===== src/rtl/booth_mac_ctrl.sv =====
// Feeder/accumulator around a serial Booth multiplier: issues operand pairs,
// sums sign-extended products into a guarded accumulator, emits dot products.
module booth_mac_ctrl #(
  parameter int N = 8,
  parameter int G = 4
) (
  input  logic             clk,
  input  logic             rst_n,
  input  logic             in_valid,
  output logic             in_ready,
  input  logic [N-1:0]     in_a,
  input  logic [N-1:0]     in_b,
  input  logic             in_last,
  output logic [N-1:0]     mul_op1,
  output logic [N-1:0]     mul_op2,
  output logic             mul_start,
  input  logic             mul_busy,
  input  logic [2*N-1:0]   mul_o,
  output logic             out_valid,
  input  logic             out_ready,
  output logic [2*N+G-1:0] out_acc,
  output logic [7:0]       out_terms,
  output logic             out_ovf
);

  localparam int ACC_W = 2*N + G;

  typedef enum logic [1:0] {
    S_IDLE  = 2'd0,
    S_START = 2'd1,
    S_WAIT  = 2'd2,
    S_OUT   = 2'd3
  } state_t;

  state_t             r_state;
  state_t             w_state_nxt;
  logic [N-1:0]       r_op1;
  logic [N-1:0]       r_op2;
  logic               r_last;
  logic [ACC_W-1:0]   r_acc;
  logic [7:0]         r_terms;
  logic               r_ovf;
  logic               r_in_ready;
  logic               r_mul_start;
  logic               r_out_valid;

  logic               w_accept;
  logic               w_acc_en;
  logic               w_clear;
  logic [ACC_W-1:0]   w_prod_ext;
  logic [ACC_W-1:0]   w_sum;
  logic               w_add_ovf;

  function automatic logic [7:0] sat_inc8(input logic [7:0] v);
    if (v == 8'hFF) begin
      return 8'hFF;
    end else begin
      return v + 8'd1;
    end
  endfunction

  // Overflow: equal-signed addends yielding a result of the other sign.
  always_comb begin
    w_prod_ext = {{G{mul_o[2*N-1]}}, mul_o};
    w_sum      = r_acc + w_prod_ext;
    w_add_ovf  = (r_acc[ACC_W-1] == w_prod_ext[ACC_W-1]) &&
                 (w_sum[ACC_W-1] != r_acc[ACC_W-1]);
  end

  // Next-state decode and single-cycle action strobes.
  always_comb begin
    w_state_nxt = r_state;
    w_accept    = 1'b0;
    w_acc_en    = 1'b0;
    w_clear     = 1'b0;
    case (r_state)
      S_IDLE: begin
        if (in_valid && r_in_ready) begin
          w_accept    = 1'b1;
          w_state_nxt = S_START;
        end else begin
          w_state_nxt = S_IDLE;
        end
      end
      S_START: begin
        w_state_nxt = S_WAIT;
      end
      S_WAIT: begin
        if (!mul_busy) begin
          w_acc_en    = 1'b1;
          w_state_nxt = r_last ? S_OUT : S_IDLE;
        end else begin
          w_state_nxt = S_WAIT;
        end
      end
      S_OUT: begin
        if (out_ready) begin
          w_clear     = 1'b1;
          w_state_nxt = S_IDLE;
        end else begin
          w_state_nxt = S_OUT;
        end
      end
      default: begin
        w_state_nxt = S_IDLE;
      end
    endcase
  end

  // State register; handshake outputs are registered from the next state.
  always_ff @(posedge clk or negedge rst_n) begin
    if (!rst_n) begin
      r_state     <= S_IDLE;
      r_in_ready  <= 1'b1;
      r_mul_start <= 1'b0;
      r_out_valid <= 1'b0;
    end else begin
      r_state     <= w_state_nxt;
      r_in_ready  <= (w_state_nxt == S_IDLE);
      r_mul_start <= (w_state_nxt == S_START);
      r_out_valid <= (w_state_nxt == S_OUT);
    end
  end

  // Operand capture; held through START and WAIT for the multiplier.
  always_ff @(posedge clk or negedge rst_n) begin
    if (!rst_n) begin
      r_op1  <= {N{1'b0}};
      r_op2  <= {N{1'b0}};
      r_last <= 1'b0;
    end else if (w_accept) begin
      r_op1  <= in_a;
      r_op2  <= in_b;
      r_last <= in_last;
    end else begin
      r_op1  <= r_op1;
      r_op2  <= r_op2;
      r_last <= r_last;
    end
  end

  // Accumulator, term count and sticky overflow; cleared on result handshake.
  always_ff @(posedge clk or negedge rst_n) begin
    if (!rst_n) begin
      r_acc   <= {ACC_W{1'b0}};
      r_terms <= 8'd0;
      r_ovf   <= 1'b0;
    end else if (w_clear) begin
      r_acc   <= {ACC_W{1'b0}};
      r_terms <= 8'd0;
      r_ovf   <= 1'b0;
    end else if (w_acc_en) begin
      r_acc   <= w_sum;
      r_terms <= sat_inc8(r_terms);
      r_ovf   <= r_ovf | w_add_ovf;
    end else begin
      r_acc   <= r_acc;
      r_terms <= r_terms;
      r_ovf   <= r_ovf;
    end
  end

  assign in_ready  = r_in_ready;
  assign mul_op1   = r_op1;
  assign mul_op2   = r_op2;
  assign mul_start = r_mul_start;
  assign out_valid = r_out_valid;
  assign out_acc   = r_acc;
  assign out_terms = r_terms;
  assign out_ovf   = r_ovf;

endmodule


===== config.mk =====
export PLATFORM = sky130hd
export DESIGN_NAME = booth_mac_ctrl
export DESIGN_NICKNAME = d
export VERILOG_FILES = /design/src/rtl/booth_mac_ctrl.sv
export SDC_FILE = /design/constraint.sdc
export NUM_CORES = 1
export LEC_CHECK = 0
export BUFFER_PORTS_ARGS = -buffer_cell sky130_fd_sc_hd__buf_2
export CORE_MARGIN = 2
export CORE_UTILIZATION = 50
export DETAILED_ROUTE_END_ITERATION = 6
export GPL_ROUTABILITY_DRIVEN = 0
export HOLD_SLACK_MARGIN = 0.06
export PLACE_DENSITY = 0.83
export SLEW_MARGIN = 20
export SYNTH_ARGS = -nofsm -noshare
export SYNTH_HDL_FRONTEND = slang
export SYNTH_SLANG_ARGS = --single-unit
export TNS_END_PERCENT = 1

===== constraint.sdc =====
create_clock -name clk -period 3 [get_ports clk]
set_input_delay 0.75 -clock clk [delete_from_list [all_inputs] [get_ports clk]]
set_output_delay 0.75 -clock clk [all_outputs]
set_load 0.01 [all_outputs]

Word level (Yosys, flattened, before mapping)
Index checks and enable logic that the tools add are counted.

Logic and storage cells: 44. Bits in registers: 51. Output and inout bits: 48. Input bits: 38.

Reduce and logical (&&, ||, !) cells: 5. Equal/unequal tests: 8. Add/sub/neg operators: 2. Muxes and demuxes: 18. Bitwise logic cells: 1.

Operators with widths (number): 20-bit 2-to-1 mux (2); 8-bit 2-to-1 mux (3); 20-bit adder (1); 1-bit 2-to-1 mux (9); 8-bit by 1-bit adder with 8-bit output (second input constant) (1); 8-bit == test (second input constant) (1); 2-bit one-hot mux with 4 select lines (1); 2-bit == test (second input constant) (3); 2-bit 2-to-1 mux (3); 2-bit by 1-bit == test with 1-bit output (second input constant) (2); 2-bit logical NOT (2); 1-bit logical AND (2); 2-bit nonzero test (1); 1-bit == test (1); 1-bit inequality test (1); 1-bit OR (1).

Depth between registers and ports, before layout
Gate-level depths: netlist of the first run.

Depth after elaboration: 6. Mapped depth: 8. Gate-level depth less buffers: 8.

Worst setup path after synthesis of the first run
Ideal clock, no wire load.

Path type: input-to-reg. Start point: input port mul_o[0]. End point: register r_acc[16], in the netlist out_acc[16]. Data required time: 2.876 ns. Path buffers: 0. Stages on the path: 8. Setup time: 0.124 ns. Arrival: 2.851 ns. Path slack: 0.025 ns. Cells stage by stage: ha_1 fa_1 a21o_1 a221oi_4 a211oi_1 or4_1 mux2i_1 a211o_1.

Cells in the longest elaborated chain, start to end: 3.

Ends and longest elaborated chain: start, declared (RTL line 18) `input logic [2*N-1:0] mul_o,`; 20-bit adder (RTL line 65) `w_sum = r_acc + w_prod_ext;`; 20-bit 2-to-1 mux (RTL line 152) `end else if (w_acc_en) begin`; 20-bit 2-to-1 mux (RTL line 148) `end else if (w_clear) begin`; end signal, assigned (RTL line 149) `r_acc <= {ACC_W{1'b0}};`; end signal, assigned (RTL line 153) `r_acc <= w_sum;`; end signal, assigned (RTL line 157) `r_acc <= r_acc;`; end, declared (RTL line 40) `logic [ACC_W-1:0] r_acc;`.

Every way passes these cells. The select of a mux whose other input is x is not followed. A chain may end at the register's enable or synchronous reset.

Worst setup path in the final report of the first run
Same ends and word-level chain as after synthesis.

==> impl_metrics.csv, run 1 <==
group,metric,value,unit
final_layout,final_cell_mix,"buf_2, dfrtp_1, nand2_1",
synth,yosys_warnings,0,
drt,num_vias,2870,
final_layout,layout_commonest_cell,"buf_2",
drt,route.met3.wl,530,um
synth,netlist_area,0.00307,sq mm
synth,synth-seq-cells,51,
clock_network,cts_tree,"done",
global_routing,grt_usage,0.238,
setup_path,startpoint_type,"primary input",
timing,fin_crit,2.82,ns
floorplan,rows,28,
timing,skew,0.00688,ns
final_layout,nets,467,
drt,dr.max_layer_used,"met4",
drt,drt-initial-drc-count,238,
final_layout,synthToLayoutAreaGrowth,22.9,%
setup_path,cp.required,3.20,ns
worst_hold_path,hp-class,"in -> async",
clock_network,holdBufCountCts,0,
timing,drv_slew,0,
global_routing,grt_antenna_before_repair,0,
global_routing,grt_max_degree,28,
synth,syn-mean-instance-area,9.84,sq um
job,maxCapViolCount,0,
drt,dr_wl_met2,3590,um
global_routing,grt_pass1_wl,12500,um
drt,wl_met1,3350,um
placed_design,dp_hpwl,5820,um
final_layout,final-seq-area,0.00128,sq mm
floorplan,die_w,82.4,um
drt,wl,7590,um
clock_network,clock_path_buffers,2,
timing,fin_ws,0.175,ns
final_layout,final_util,0.638,
drt,dr.pass1.iters,4,
synth,synth.yosys.seq_area_share,0.416,
timing,finalCritPeriodShare,0.942,
placed_design,numPortBuffers,85,
outcome,status,"finished, final reports clean",
global_routing,grt_pass1_vias,2789,
placed_design,preCtsSetupSlack,-0.125,ns
synth,netlist_instances,312,
synth,synth_top_flop_cell,"dfrtp_1",
floorplan,start_util,0.519,
drt,wl_per_cell,15.7,um
clock_network,cts_inserted_buffers,5,
synth,ys_async_sr_fraction,1.00,
setup_path,path_class,"in -> reg",
clock_network,post_cts_resized,0,
timing,max_freq,354,MHz
power_and_ir_drop,peakVddDrop,590,uV
drt,post-route-drc-count,0,
clock_network,cts_sinks,51,
clock_network,ctsRootBufferMaster,"clkbuf_8",
synth,syn_nets,371,
floorplan,ioPinCount,86,
power_and_ir_drop,p_per_area,1030,mW/mm^2
drt,vias_per_cell,5.93,
floorplan,coreArea,0.00592,sq mm
setup_path,critPathArrivalTime,3.02,ns
drt,antenna_left,0,
timing,setup-tns-final,0,ns
power_and_ir_drop,total_power,3890,uW
setup_path,endpoint_kind,"flip-flop",
synth,synth_edf_count,0,
timing,rsz0062_at_grt,"false",
timing,setup_viol,0,
setup_path,critPathMaxFanout,2,
timing,hold_viol,0,
final_layout,drive_gt1_frac,0.306,
floorplan,die-area,0.00678,sq mm
clock_network,cts_setup_buffers,0,
final_layout,multi_input_area,0.00172,sq mm
synth,synth_cell_type_count,50,
final_layout,antenna_cells,0,
power_and_ir_drop,p_leak,0.00187,uW
clock_network,clk_latency,0.30,ns
floorplan,die_h,82.4,um
global_routing,overflow,0,
final_layout,nFillCells,502,
timing,tightestPinTransition,0.629,ns
clock_network,h-tree-depth,2,
clock_network,cts.clk_slew.worst_paths,0.10,ns
timing,slew_headroom,0.580,
[synthesized netlist by cell type (all sizes together) (3+ instances only)]
master,count,share of area
dfrtp,50,0.41
inv,9,0.011
a31oi,6,0.012
o21ai,29,0.047
nand4,5,0.010
mux2,17,0.062
nand3,13,0.021
a211oi,6,0.015
xnor2,4,0.011
or2,3,0.0061
and3,10,0.020
a221oi,3,0.018
a21oi,23,0.037
ha,20,0.081
nor2,16,0.020
o21a,4,0.0098
clkbuf,10,0.012
or3,3,0.0061
a211o,3,0.0086
nor3,6,0.011
a32o,4,0.013
a21o,7,0.017
xor2,6,0.017
nand2,24,0.029
mux2i,3,0.0098
[state kept, by name (all words and copies together) (netlist names), 2 cells and up]
register   cells
mul_op1        8
out_acc       20
r_state        2
out_terms      8
mul_op2        8
[worst max-delay path, cell delays in order]
cell and delay (ns):
buf_2 0.10, ha_1 0.22, fa_1 0.42, a21o_1 0.22, a221oi_4 0.27, a211oi_1 0.13, or4_1 0.51, mux2i_1 0.14
a211o_1 0.27
[worst paths after layout]
check / slack, ns / cells past startpoint / start / end
max in group asynchronous: 1.86 / 2 / rst_n / in_ready
min in group clk: 0.50 / 1 / mul_op2[6] / mul_op2[6]
min: 0.45 / 1 / rst_n / out_acc[12]
min reg2reg: 0.50 / 1 / mul_op2[6] / mul_op2[6]
max reg2reg: 0.32 / 8 / out_acc[0] / out_acc[16]
max: 0.18 / 9 / mul_o[0] / out_acc[16]
[cells by family after synthesis]
group / count (synthesis) / share of synthesized area
AOI/OAI and AO/OA: 98 / 0.217
and+or+nand+nor: 92 / 0.154
DFF: 51 / 0.416
adders and majority gates: 21 / 0.0880
buffers and inverters: 20 / 0.0249
muxes: 20 / 0.0721
xor gates and xnor gates: 10 / 0.0285
[where the power goes]
| group | switching, uW | leakage (uW) | internal (uW) |
|---|---|---|---|
| logic | 1190 | 0.00119 | 981 |
| registers | 233 | 0.000632 | 998 |
| clock network | 234 | 0.0000514 | 249 |
| total | 1660 | 0.00187 | 2230 |
[metal layers]
metal	up-vias	track usage
li1	1360	-
met1	1394	0.314
met2	102	0.391
met3	14	0.0565
met4	0	0.0683
met5	-	0
[area by class of cell]
type	count	share of cell area
clock buffers	6	0.0192
clock inverters	2	0.00994
inverters	9	0.00895
multi-input cells	241	0.456
flip-flops and latches	51	0.338
well taps	75	0.0249
repair buffers	100	0.143
[per-stage QoR]
stage | cells | hold WS, ns | instance area [sq um]
global route | 484 | 0.508 | 3770
detailed placement | 476 | 0.469 | 3660
floorplan | 312 | 0.454 | 3070
CTS | 484 | 0.483 | 3770
global placement | 476 | 0.465 | 3660
finish | 484 | 0.448 | 3770
Note: power is estimated with default switching activity, not from simulation.
==> run 2: changes to the inputs <==
--- a/config.mk
+++ b/config.mk
@@ -5,12 +5,13 @@
 export SDC_FILE = /design/constraint.sdc
 export NUM_CORES = 1
 export LEC_CHECK = 0
+export ABC_AREA = 1
 export BUFFER_PORTS_ARGS = -buffer_cell sky130_fd_sc_hd__buf_2
 export CORE_MARGIN = 2
 export CORE_UTILIZATION = 50
 export DETAILED_ROUTE_END_ITERATION = 6
 export GPL_ROUTABILITY_DRIVEN = 0
-export HOLD_SLACK_MARGIN = 0.06
+export HOLD_SLACK_MARGIN = 0.02
 export PLACE_DENSITY = 0.83
 export SLEW_MARGIN = 20
 export SYNTH_ARGS = -nofsm -noshare
==> run 2 against run 1 <==
Compared with the run above: clock skew rose by 0.0088 ns; worst setup slack better by 0.75 ns; via count is 8.5% higher; cell count rose by 23%; fmax up 36%; sequential power about the same; count of clock-buffer cells in the layout unchanged; register-to-register slack better by 0.73 ns; sequential cell count did not move; die area rose by 2.2%; hold slack worse by 0.21 ns; highest routed layer unchanged.
==> impl_metrics.csv, run 2 <==
group,metric,value,unit
final_layout,largest_reg_flops,20,
synth,synth_compound_area_frac,0.135,
synth,synthAdderAreaFrac,0.0860,
final_layout,final_util,0.624,
setup_path,r2r_start,"out_acc[0]",
synth,yosys-top-cells-area,"dfrtp_1, nand2_1, ha_1",
drt,route.met3.wl,554,um
timing,whs,0.242,ns
clock_network,cts_inserted_buffers,5,
setup_path,r2r_slack,1.05,ns
final_layout,drive_gt1_frac,0.210,
drt,dr_wl_met2,3440,um
timing,setup_viol,0,
final_layout,nets,578,
drt,wl_per_cell,12.6,um
worst_hold_path,hp-class,"in -> async",
power_and_ir_drop,p_per_area,972,mW/mm^2
power_and_ir_drop,peakVddDrop,555,uV
clock_network,clk_latency,0.32,ns
final_layout,layout_commonest_cell,"nand2_1",
final_layout,final_cell_mix,"nand2_1, buf_2, dfrtp_1",
floorplan,rows,28,
synth,synth_edf_count,0,
drt,vias_per_cell,5.24,
power_and_ir_drop,switchingPower,1710,uW
timing,fin_crit,2.08,ns
drt,post-route-drc-count,0,
clock_network,clock_path_buffers,2,
synth,synth_top_family_by_area,"simple AND/OR/NAND/NOR gates",
timing,rsz0062_at_grt,"false",
global_routing,grt_pass1_wl,13000,um
final_layout,fin_area,0.00374,sq mm
setup_path,path_class,"in -> reg",
timing,slew_headroom,0.638,
synth,synth_cell_type_count,35,
setup_path,endpoint_kind,"flip-flop",
synth,synth_simple_gate_area_share,0.301,
synth,yosys_warnings,0,
setup_path,critPathMaxFanout,4,
timing,finalCritPeriodShare,0.692,
setup_path,reg2reg_depth,10,
placed_design,dp_hpwl,5850,um
synth,synthTopCellsByCount,"nand2_1, dfrtp_1, inv_1",
clock_network,cts_setup_buffers,0,
setup_path,startpoint_type,"primary input",
placed_design,numPortBuffers,85,
global_routing,grt_antenna_before_repair,0,
drt,drt-initial-drc-count,130,
synth,synthMuxAreaShare,0,
final_layout,antenna_cells,0,
drt,dr.max_layer_used,"met4",
setup_path,crit_top_cell,"nand2_1",
job,maxCapViolCount,0,
drt,antenna_left,0,
setup_path,cpPeakStageDelay,0.44,ns
floorplan,die_h,83.3,um
power_and_ir_drop,pwr-share-comb,0.550,
power_and_ir_drop,p_sw_frac,0.471,
final_layout,synthToLayoutAreaGrowth,18.9,%
placed_design,place_area,0.00365,sq mm
synth,syn-mean-instance-area,7.28,sq um
timing,max_freq,481,MHz
setup_path,cp.required,3.21,ns
synth,ys_async_sr_fraction,1.00,
drt,dr.pass1.iters,4,
global_routing,grt_max_degree,25,
setup_path,r2r_end,"out_acc[12]",
setup_path,critPathArrivalTime,2.29,ns
synth,netlist_instances,432,
global_routing,grt_pass1_vias,3028,
synth,synth_top_flop_cell,"dfrtp_1",
outcome,status,"finished, final reports clean",
setup_path,path_buf_inv,1,
power_and_ir_drop,p_leak,0.00214,uW
floorplan,start_util,0.525,
global_routing,overflow,0,
clock_network,ctsRootBufferMaster,"clkbuf_8",
clock_network,holdBufCountCts,0,
synth,synth.most_common_cell,"nand2_1",
synth,synth_xor_area_frac,0.00557,
clock_network,cts_tree,"done",
timing,drv_slew,0,
global_routing,grt_usage,0.224,
setup_path,cpLargestDelayFamily,"adder cells",
setup_path,path_cells,"buf_2 -> ha_1 -> fa_1 -> nand3_1 -> nand2_1 -> nand2_1 -> nand2_1 -> a21oi_1 -> a21oi_1 -> o21ai_0 -> nand2_1",
floorplan,die_w,83.3,um
synth,syn_nets,491,
drt,wl,7510,um
timing,hold_viol,0,
timing,setup-tns-final,0,ns
synth,netlist_area,0.00314,sq mm
floorplan,die-area,0.00694,sq mm
timing,tightestPinTransition,0.543,ns
power_and_ir_drop,clkPwrFrac,0.113,
floorplan,ioPinCount,86,
drt,num_vias,3115,
synth,yosys.area.top_type_share,0.398,
power_and_ir_drop,internal_power,1920,uW
final_layout,nFillCells,536,
timing,skew,0.0157,ns
power_and_ir_drop,p_seq_frac,0.336,
clock_network,post_cts_resized,0,
clock_network,h-tree-depth,2,
clock_network,cts.clk_slew.worst_paths,0.11,ns
setup_path,cp_slowest_cell,"fa_1",
floorplan,coreArea,0.00599,sq mm
clock_network,cts_sinks,51,
synth,synth-seq-cells,51,
synth,synth.yosys.seq_area_share,0.406,
drt,wl_met1,3420,um
synth,synth_area_leader_cell,"dfrtp_1",
==> run 2: cell count changes after synthesis, sizes merged, moves of 10 or more <==
cell   before  now
nand3      13   26
mux2       17    0
and3       10    0
nor2       16   32
nand2      24  161
inv         9   44
==> run 2: logic make-up (layout without fill, tap and decap cells) <==
| logic type | Yosys count | count (layout) |
|---|---|---|
| simple gates | 232 | 232 |
| compound gates | 74 | 74 |
| flops | 51 | 51 |
| fa+ha+maj | 21 | 21 |
| buf+inv | 52 | 140 |
| xor+xnor | 2 | 2 |
==> run 2: layout make-up <==
| type | instances | area (sq um) | share of cell area |
|---|---|---|---|
| well taps | 75 | 93.8 | 0.0251 |
| clock inverters | 2 | 16.3 | 0.00435 |
| clock buffers | 6 | 72.6 | 0.0194 |
| flip-flops and latches | 51 | 1280 | 0.342 |
| repair buffers | 88 | 448 | 0.120 |
| multi-input cells | 329 | 1660 | 0.445 |
| inverters | 44 | 165 | 0.0442 |
==> run 2: power groups by stage <==
stage                     Clock (uW)  Combinational (uW)  Sequential (uW)
after global routing             447                2270             1260
after detailed placement           0                1990             1220
after floorplan                    0                1250             1330
after global placement             0                1940             1210
after CTS                        418                2000             1220
final                            412                2000             1220
==> run 2: layer usage <==
layer / track usage / up-vias
met4: 0.0671 / 0
met1: 0.285 / 1429
li1: - / 1568
met3: 0.0487 / 11
met5: 0 / -
met2: 0.380 / 107
==> run 2: through the flow <==
step | setup WS [ns] | total power [uW] | instances
after floorplan | 0.884 | 2590 | 432
after global placement | 0.673 | 3150 | 587
after detailed placement | 0.633 | 3220 | 587
after CTS | 0.954 | 3630 | 595
after global routing | 0.765 | 3970 | 595
final | 0.923 | 3630 | 595
==> run 2: how the worst max path moves through the flow <==
stage | start | to | slack, ns | cells past startpoint
3_3_place_gp | mul_o[0] | out_acc[12] | 0.67 | 11
4_1_cts | mul_o[0] | out_acc[12] | 0.95 | 11
3_5_place_dp | mul_o[0] | out_acc[12] | 0.63 | 11
5_1_grt | mul_o[0] | out_acc[12] | 0.77 | 11
6_report | mul_o[0] | out_acc[12] | 0.92 | 11
2_1_floorplan | mul_o[0] | out_acc[12] | 0.88 | 10
==> run 3: changes to the inputs <==
--- a/config.mk
+++ b/config.mk
@@ -8,7 +8,7 @@
 export ABC_AREA = 1
 export BUFFER_PORTS_ARGS = -buffer_cell sky130_fd_sc_hd__buf_2
 export CORE_MARGIN = 2
-export CORE_UTILIZATION = 50
+export CORE_UTILIZATION = 48
 export DETAILED_ROUTE_END_ITERATION = 6
 export GPL_ROUTABILITY_DRIVEN = 0
 export HOLD_SLACK_MARGIN = 0.02
==> constraint.sdc (replaced) <==
create_clock -name clk -period 1.71 [get_ports clk]
set_input_delay 0.4275 -clock clk [delete_from_list [all_inputs] [get_ports clk]]
set_output_delay 0.4275 -clock clk [all_outputs]
set_load 0.01 [all_outputs]
==> run 3 against run 2 <==
Compared with the run above: the run now ends with setup timing left; via count rose by 8.0%; count of clock-buffer cells in the layout fell by 1; critical endpoint unchanged; critical path depth is 1 lower; die area grew 4.0%; first-iteration DRC count grew 44%; highest routed layer unchanged; sequential share of layout area down 5.4 points; global-route usage rose by 1.2 points; sequential power up 79%; worst setup slack lost 0.97 ns; combinational power is 140% higher.
==> impl_metrics.csv, run 3 (synthesis results as in run 2) <==
group,metric,value,unit
setup_path,path_class,"reg -> reg",
setup_path,reg2reg_depth,10,
setup_path,r2r_end,"out_acc[12]",
floorplan,coreArea,0.00635,sq mm
power_and_ir_drop,p_seq_frac,0.280,
clock_network,h-tree-depth,2,
timing,setup-tns-final,-0.127,ns
global_routing,grt_busiest_layer,"met2",
setup_path,path_cells,"ha_4 -> fa_2 -> nand3_2 -> nand2_2 -> nand2_2 -> nand2_2 -> a21oi_2 -> a21oi_1 -> o21ai_1 -> nand2_1",
floorplan,die_w,84.9,um
placed_design,placedCellCount,633,
power_and_ir_drop,switchingPower,3410,uW
power_and_ir_drop,p_per_area,1750,mW/mm^2
final_layout,nets,626,
placed_design,numPortBuffers,85,
power_and_ir_drop,peakVddDrop,947,uV
power_and_ir_drop,total_power,7780,uW
power_and_ir_drop,pwr-share-comb,0.611,
global_routing,grt_antenna_before_repair,0,
clock_network,cts_inserted_buffers,5,
global_routing,grt_max_degree,25,
setup_path,critPathMaxFanout,4,
worst_hold_path,hp-class,"in -> async",
timing,tightestPinTransition,0.493,ns
drt,drt-initial-drc-count,187,
setup_path,startpoint_type,"flip-flop",
setup_path,r2r_start,"out_acc[0]",
setup_path,path_buf_inv,0,
clock_network,holdBufCountCts,0,
setup_path,critPathArrivalTime,1.96,ns
placed_design,dp_hpwl,6230,um
final_layout,layout_commonest_cell,"nand2_1",
drt,post-route-drc-count,0,
timing,rsz0062_at_grt,"true",
timing,drv_slew,0,
global_routing,grt_use_met1,0.285,
global_routing,grt_usage,0.236,
placed_design,preCtsSetupSlack,-0.247,ns
floorplan,start_util,0.495,
timing,hold_viol,0,
clock_network,cts.clk_slew.worst_paths,0.10,ns
clock_network,ctsRootBufferMaster,"clkbuf_8",
setup_path,cpPeakStageDelay,0.42,ns
final_layout,final_util,0.699,
setup_path,crit_top_cell,"nand2_2",
power_and_ir_drop,p_sw_frac,0.439,
setup_path,r2r_slack,-0.05,ns
timing,fin_crit,1.76,ns
drt,vias_per_cell,5.22,
drt,wl,8540,um
timing,finalCritPeriodShare,1.03,
clock_network,clock_path_buffers,2,
final_layout,synthToLayoutAreaGrowth,41.2,%
setup_path,cp.required,1.92,ns
global_routing,grt_pass1_vias,3153,
global_routing,gr-usage-met3,0.0506,
setup_path,endpoint_kind,"flip-flop",
global_routing,use_met2,0.419,
power_and_ir_drop,internal_power,4370,uW
setup_path,cpLargestDelayFamily,"adder cells",
clock_network,cts_sinks,51,
drt,dr.pass1.iters,4,
setup_path,cp_slowest_cell,"dfrtp_1",
floorplan,rows,29,
final_layout,drive_gt1_frac,0.350,
job,maxCapViolCount,0,
final_layout,largest_reg_flops,20,
timing,skew,0.0125,ns
drt,num_vias,3365,
final_layout,antenna_cells,0,
drt,antenna_left,0,
clock_network,clk_latency,0.31,ns
global_routing,grt_pass1_wl,13900,um
outcome,status,"complete, but fails checks",
global_routing,overflow,0,
drt,wl_per_cell,13.2,um
floorplan,ioPinCount,86,
timing,slew_headroom,0.671,
outcome,violations,"setup timing",
timing,max_freq,569,MHz
clock_network,cts_tree,"done",
timing,fin_ws,-0.0480,ns
final_layout,layout.cells.non_filler,645,
floorplan,die-area,0.00721,sq mm
power_and_ir_drop,clkPwrFrac,0.110,
floorplan,die_h,84.9,um
timing,setup_viol,5,
power_and_ir_drop,p_leak,0.00241,uW
final_layout,final_cell_mix,"nand2_1, buf_2, dfrtp_1, buf_4, inv_1",
-- run 3: worst reg2reg max path, stage by stage (launching register included) --
cell,delay (ns)
dfrtp_1,0.42
ha_4,0.18
fa_2,0.35
nand3_2,0.08
nand2_2,0.07
nand2_2,0.08
nand2_2,0.08
a21oi_2,0.16
a21oi_1,0.08
o21ai_1,0.10
nand2_1,0.07
-- run 3: how the worst max path moves through the flow --
stage / endpoint / start / cells past startpoint / slack [ns]
after floorplan: out_acc[12] / mul_o[0] / 10 / -0.009
after global placement: out_acc[12] / mul_o[0] / 11 / -0.18
after detailed placement: out_acc[15] / mul_o[9] / 8 / -0.25
after CTS: out_ovf / out_acc[6] / 12 / -0.03
after global routing: out_acc[12] / out_acc[0] / 10 / -0.14
final: out_acc[12] / out_acc[0] / 10 / -0.05
-- run 3: area by class of cell --
| class | count | area (sq um) |
|---|---|---|
| clock inverter | 3 | 43.8 |
| tap | 77 | 96.3 |
| clock buffer | 5 | 68.8 |
| timing repair buffer | 136 | 833 |
| multi-input combinational | 329 | 1950 |
| sequential | 51 | 1280 |
| inverter | 44 | 165 |
| fill | 482 | 1910 |
-- run 3: routing by layer --
layer / up-vias / routed length [um] / share of wire
li1: 1673 / - / -
met1: 1546 / 3520 / 0.41
met2: 125 / 4240 / 0.50
met3: 21 / 601 / 0.070
met4: 0 / 178 / 0.021
met5: - / 0 / 0
-- run 3: repair_timing --
item	in CTS	in global routing
buffers inserted	1	3
setup endpoints to repair	10	14
pin swaps	1	8
gates resized for setup	21	25
-- run 3: metrics by stage --
step	area [sq um]	hold slack, ns
after floorplan	3150	0.132
after global placement	4010	0.402
final	4440	0.0610
after detailed placement	4010	0.421
after CTS	4240	0.0736
after global routing	4440	0.0957
-- run 3: power by group through the flow --
stage / clock [uW] / sequential (uW) / combinational, uW
after floorplan: 0 / 2340 / 2210
after global placement: 0 / 2100 / 4030
after detailed placement: 0 / 2110 / 4170
after CTS: 876 / 2130 / 4380
after global routing: 918 / 2250 / 5250
final: 853 / 2180 / 4750
